$ cat config.mk
export PLATFORM = sky130hd
export DESIGN_NAME = delay_scheduler
export DESIGN_NICKNAME = d
export VERILOG_FILES = /design/src/rtl/delay_scheduler.sv
export SDC_FILE = /design/constraint.sdc
export NUM_CORES = 1
export LEC_CHECK = 0
export ABC_AREA = 1
export BUFFER_PORTS_ARGS = -buffer_cell sky130_fd_sc_hd__buf_4
export CORE_ASPECT_RATIO = 0.7
export CORE_MARGIN = 2
export CORE_UTILIZATION = 45
export CTS_BUF_LIST = sky130_fd_sc_hd__clkbuf_4 sky130_fd_sc_hd__clkbuf_8
export CTS_CLUSTER_DIAMETER = 80
export DETAILED_ROUTE_END_ITERATION = 7
export PLACE_DENSITY = 0.69
export SYNTH_ARGS = -nofsm -noshare
export SYNTH_HDL_FRONTEND = slang
export SYNTH_SLANG_ARGS = --single-unit
$ cat constraint.sdc
create_clock -name clk -period 6.3 [get_ports clk]
set_input_delay 0.315 -clock clk [delete_from_list [all_inputs] [get_ports clk]]
set_output_delay 0.315 -clock clk [all_outputs]
set_load 0.03 [all_outputs]
$ cat src/rtl/delay_scheduler.sv
// Blink-delay configuration controller: arbitrates key pulses against Avalon-MM writes,
// saturates the delay, rate-limits keys with a hold-off, and reports status/counters/irq.
module delay_scheduler #(
    parameter int DELAY_WIDTH    = 4,
    parameter int DEFAULT_DELAY  = 8,
    parameter int MIN_DELAY      = 0,
    parameter int MAX_DELAY      = 15,
    parameter int HOLDOFF_CYCLES = 16
) (
    input  logic                   clk,
    input  logic                   reset_n,
    input  logic                   slower,
    input  logic                   faster,
    input  logic [1:0]             avs_address,
    input  logic                   avs_read,
    input  logic                   avs_write,
    input  logic [31:0]            avs_writedata,
    output logic [31:0]            avs_readdata,
    output logic [DELAY_WIDTH-1:0] delay,
    output logic                   irq
);

    localparam int HOLD_W = (HOLDOFF_CYCLES > 0) ? $clog2(HOLDOFF_CYCLES + 1) : 1;
    localparam logic [DELAY_WIDTH-1:0] MIN_D = DELAY_WIDTH'(MIN_DELAY);
    localparam logic [DELAY_WIDTH-1:0] MAX_D = DELAY_WIDTH'(MAX_DELAY);
    localparam logic [DELAY_WIDTH-1:0] DEF_D = DELAY_WIDTH'(DEFAULT_DELAY);
    localparam logic [31:0]            MIN_W = 32'(MIN_DELAY);
    localparam logic [31:0]            MAX_W = 32'(MAX_DELAY);
    localparam logic [HOLD_W-1:0]      HOLD_LOAD = HOLD_W'(HOLDOFF_CYCLES);

    logic [DELAY_WIDTH-1:0] delay_reg, delay_next;
    logic                   key_en_reg, key_en_next;
    logic                   irq_en_reg, irq_en_next;
    logic [2:0]             status_reg, status_next;
    logic [15:0]            slow_cnt_reg, slow_cnt_next;
    logic [15:0]            fast_cnt_reg, fast_cnt_next;
    logic [HOLD_W-1:0]      hold_reg, hold_next;
    logic [31:0]            rdata_reg, rdata_next;
    logic                   irq_reg, irq_next;

    logic wr_delay, wr_ctrl, wr_status, wr_events;
    logic key_req, key_drop, acc_slow, acc_fast;

    always_comb begin
        wr_delay  = avs_write && (avs_address == 2'd0);
        wr_ctrl   = avs_write && (avs_address == 2'd1);
        wr_status = avs_write && (avs_address == 2'd2);
        wr_events = avs_write && (avs_address == 2'd3);
        // Both keys at once cancel out and never count as a drop.
        key_req   = key_en_reg && (slower ^ faster);
        key_drop  = key_req && (wr_delay || (hold_reg != '0));
        acc_slow  = key_req && !key_drop && slower;
        acc_fast  = key_req && !key_drop && faster;
    end

    always_comb begin
        delay_next    = delay_reg;
        key_en_next   = key_en_reg;
        irq_en_next   = irq_en_reg;
        status_next   = status_reg;
        slow_cnt_next = wr_events ? 16'd0 : slow_cnt_reg;
        fast_cnt_next = wr_events ? 16'd0 : fast_cnt_reg;
        hold_next     = hold_reg;
        rdata_next    = rdata_reg;
        irq_next      = irq_en_reg && (status_reg != 3'd0);

        if (wr_delay) begin
            if (avs_writedata < MIN_W)
                delay_next = MIN_D;
            else if (avs_writedata > MAX_W)
                delay_next = MAX_D;
            else
                delay_next = avs_writedata[DELAY_WIDTH-1:0];
        end else if (acc_slow && (delay_reg != MAX_D)) begin
            delay_next = delay_reg + 1'b1;
        end else if (acc_fast && (delay_reg != MIN_D)) begin
            delay_next = delay_reg - 1'b1;
        end

        if (wr_ctrl) begin
            key_en_next = avs_writedata[0];
            irq_en_next = avs_writedata[1];
        end

        // Clear first so a same-cycle set event wins.
        if (wr_status)
            status_next = status_reg & ~avs_writedata[2:0];
        if (acc_slow && (delay_reg == MAX_D))
            status_next[0] = 1'b1;
        if (acc_fast && (delay_reg == MIN_D))
            status_next[1] = 1'b1;
        if (key_drop)
            status_next[2] = 1'b1;

        if (acc_slow && (slow_cnt_next != 16'hFFFF))
            slow_cnt_next = slow_cnt_next + 16'd1;
        if (acc_fast && (fast_cnt_next != 16'hFFFF))
            fast_cnt_next = fast_cnt_next + 16'd1;

        if (acc_slow || acc_fast)
            hold_next = HOLD_LOAD;
        else if (hold_reg != '0)
            hold_next = hold_reg - 1'b1;

        if (avs_read) begin
            case (avs_address)
                2'd0:    rdata_next = 32'(delay_reg);
                2'd1:    rdata_next = {30'd0, irq_en_reg, key_en_reg};
                2'd2:    rdata_next = {29'd0, status_reg};
                default: rdata_next = {fast_cnt_reg, slow_cnt_reg};
            endcase
        end
    end

    always_ff @(posedge clk or negedge reset_n) begin
        if (!reset_n) begin
            delay_reg    <= DEF_D;
            key_en_reg   <= 1'b1;
            irq_en_reg   <= 1'b0;
            status_reg   <= 3'd0;
            slow_cnt_reg <= 16'd0;
            fast_cnt_reg <= 16'd0;
            hold_reg     <= '0;
            rdata_reg    <= 32'd0;
            irq_reg      <= 1'b0;
        end else begin
            delay_reg    <= delay_next;
            key_en_reg   <= key_en_next;
            irq_en_reg   <= irq_en_next;
            status_reg   <= status_next;
            slow_cnt_reg <= slow_cnt_next;
            fast_cnt_reg <= fast_cnt_next;
            hold_reg     <= hold_next;
            rdata_reg    <= rdata_next;
            irq_reg      <= irq_next;
        end
    end

    assign delay        = delay_reg;
    assign avs_readdata = rdata_reg;
    assign irq          = irq_reg;

endmodule
==> results.json <==
{
  "outcome": "completed",
  "cap_violations": 0,
  "ios": 77,
  "yosysTopAreaCell": "dfrtp_1",
  "maxSlewViolCount": 0,
  "grt_pass1_vias": 3912,
  "nets": 722,
  "dieArea_um2": 10900,
  "synth_area_um2": 4550,
  "rows": 30,
  "totalPowerFinal_mw": 1.28,
  "r2r_end": "delay[3]",
  "fin_ws_ns": 3.56,
  "largest_register_ffs": 32,
  "p_leak_nw": 2.80,
  "rr_startpoint": "hold_reg[1]",
  "startpoint": "avs_address[1]",
  "ys_top_cells_by_area": "dfrtp_1 42%, nand2_1 18%, o21ai_0 4.4%",
  "clkTransAtPathRegs_ns": 0.09,
  "wl_per_cell_um": 14.3,
  "grt-ovfl-total": 0,
  "powerDensity_nw_per_um2": 239,
  "synthMuxAreaShare": 0,
  "synth.distinct_cells": 33,
  "finalWirelength_um": 11500,
  "clk_latency_ns": 0.36,
  "clock_path_buffers": 2,
  "final_cell_mix": "216 x nand2_1, 77 x dfrtp_1, 76 x buf_4",
  "dpl_worst_slack_ns": 3.23,
  "grt_max_degree": 80,
  "ff2ff_path_depth": 14,
  "seq_area_frac_synth": 0.435,
  "synth_top_family_by_area": "simple AND/OR/NAND/NOR gates",
  "initial_utilization": 0.466,
  "cts.sinks": 79,
  "ir_drop_uv": 113,
  "setup_viol": 0,
  "via_per_inst": 5.15,
  "cts_made_buffers": 9,
  "r2r_slack_ns": 3.88,
  "worst_ep_arrival_time_ns": 2.99,
  "grt_pass1_wl_um": 19500,
  "fin_crit_sh": 0.435,
  "syn_nets": 652,
  "antenna_found_initial": 0,
  "core_area_um2": 9760,
  "area_growth_syn_to_layout_pct": 18.3,
  "drt_pass1_iterations": 5,
  "end_kind": "flip-flop",
  "cts_tree": "done",
  "portBuffers": 76,
  "synth.ff_latch_count": 79,
  "finalNonFillerCells": 808,
  "skew_ns": 0.0111,
  "avgSynthCellArea_um2": 7.52,
  "max_freq_mhz": 365,
  "cts_resized": 0,
  "hold_path_class": "input pin to async pin",
  "drt_iter0_drc": 367,
  "finalCriticalPeriod_ns": 2.74,
  "finalSetupTns_ns": 0,
  "gp_congestion": 0.933,
  "synthCells": 605,
  "cp.required_ns": 6.56,
  "htreeDepth": 3,
  "drive_above_1_share": 0.218,
  "critPathMaxFanout": 33,
  "synth_compound_area_frac": 0.0764,
  "grt_use_total": 0.223,
  "drc": 0,
  "endpoint": "slow_cnt_reg[11]",
  "antennaDiodeCount": 0,
  "detail-route-antenna-nets": 0,
  "crit_type": "input pin to flip-flop",
  "synth_adder_area_share": 0.0209,
  "vias": 4159,
  "num-fill-cells": 954,
  "synth_top_area_frac": 0.423,
  "finalHoldViolations": 0,
  "yosysWarnings": 0,
  "cts_hold_buf": 0,
  "floorplan.die.width_um": 124,
  "dp_hpwl_um": 8450,
  "synth-xor-area-share": 0.0443,
  "layout_commonest_cell": "nand2_1",
  "relSlewSlack": 0.238,
  "post_cts_buffers": 0,
  "dieHeight_um": 88.1,
  "synthSimpleGateAreaFrac": 0.344,
  "start_kind": "input pin",
  "numPlacedInstances": 792,
  "post-route-util": 0.552,
  "cts_root_buf": "clkbuf_8",
  "worst_pin_slew_ns": 1.14,
  "rsz0062_at_grt": "no"
}
metal layers:
metal / GRT usage / vias up / wire length [um]
met1: 0.349 / 1938 / 6080
li1: - / 2068 / -
met2: 0.302 / 142 / 4570
met3: 0.0605 / 11 / 772
met5: 0 / - / 0
met4: 0.0541 / 0 / 108
synth_stat cells:
library cell    n
a21oi_1         3
a31o_2          1
a31oi_1         2
and2_1          3
buf_1           2
buf_4           2
buf_6           5
clkbuf_1        8
dfrtp_1        77
dfstp_2         2
fa_1            1
ha_1            6
inv_1          47
inv_2          21
nand2_1       216
nand2_2        11
nand2_4         3
nand3_1        37
nand3_2         4
nand3b_4        2
nand4_1        16
nor2_1         39
nor2_2          9
nor2_4          3
nor3_1          6
o211ai_1        4
o21ai_0        40
o21ai_1         3
o22ai_1         2
o31a_1          1
o31ai_1         6
xnor2_1         4
xor2_1         19
kinds of logic (layout without fill, tap and decap cells):
kind of cell / Yosys count / after routing
AO/OA/AOI/OAI: 62 / 62
flip-flops: 79 / 79
AND/OR/NAND/NOR: 349 / 349
buffers and inverters: 85 / 160
XOR/XNOR: 23 / 23
adder cells (fa/ha/maj): 7 / 7
worst min path at each step:
stage                     start          endpoint  slack, ns  depth (start not counted)
2_1_floorplan           reset_n   avs_readdata[0]       0.02                          0
3_3_place_gp   avs_readdata[10]  avs_readdata[10]       0.47                          2
3_5_place_dp   avs_readdata[24]  avs_readdata[24]       0.48                          2
4_1_cts                 reset_n   slow_cnt_reg[8]       0.15                          1
5_1_grt                 reset_n          delay[2]       0.18                          1
6_report                reset_n          delay[2]       0.09                          1
final cells by class:
class                   instances  area (um^2)  share of cell area
multi-input cells             441         2210               0.410
clock buffers                   9          124              0.0230
clock inverters                 7         86.3              0.0160
flip-flops and latches         79         1980               0.368
well taps                     128          160              0.0297
repair buffers                 76          571               0.106
inverters                      68          255              0.0474
where the power goes:
group / leakage, nW / switching [mW] / total (mW) / internal [mW]
logic: 1.63 / 0.173 / 0.285 / 0.112
clock network: 0.104 / 0.210 / 0.402 / 0.192
registers: 1.07 / 0.0447 / 0.597 / 0.552
critical path: stages:
cell      delay (ns)
buf_4           0.14
nand2_2         0.39
inv_2           0.13
nand2_4         0.36
nand2_2         0.12
inv_2           0.10
ha_1            0.24
nand3_1         0.21
nor2_2          0.34
nand3b_4        0.12
nand2_4         0.20
inv_2           0.17
nand2_1         0.10
nand2_1         0.05
stage by stage:
step / hold slack, ns / cell area (um^2)
6_report: 0.0860 / 5380
5_1_grt: 0.177 / 5380
4_1_cts: 0.153 / 5380
3_5_place_dp: 0.476 / 5170
3_3_place_gp: 0.469 / 5170
2_1_floorplan: 0.0194 / 4550
No activity file was read; power rests on OpenSTA's default activity.
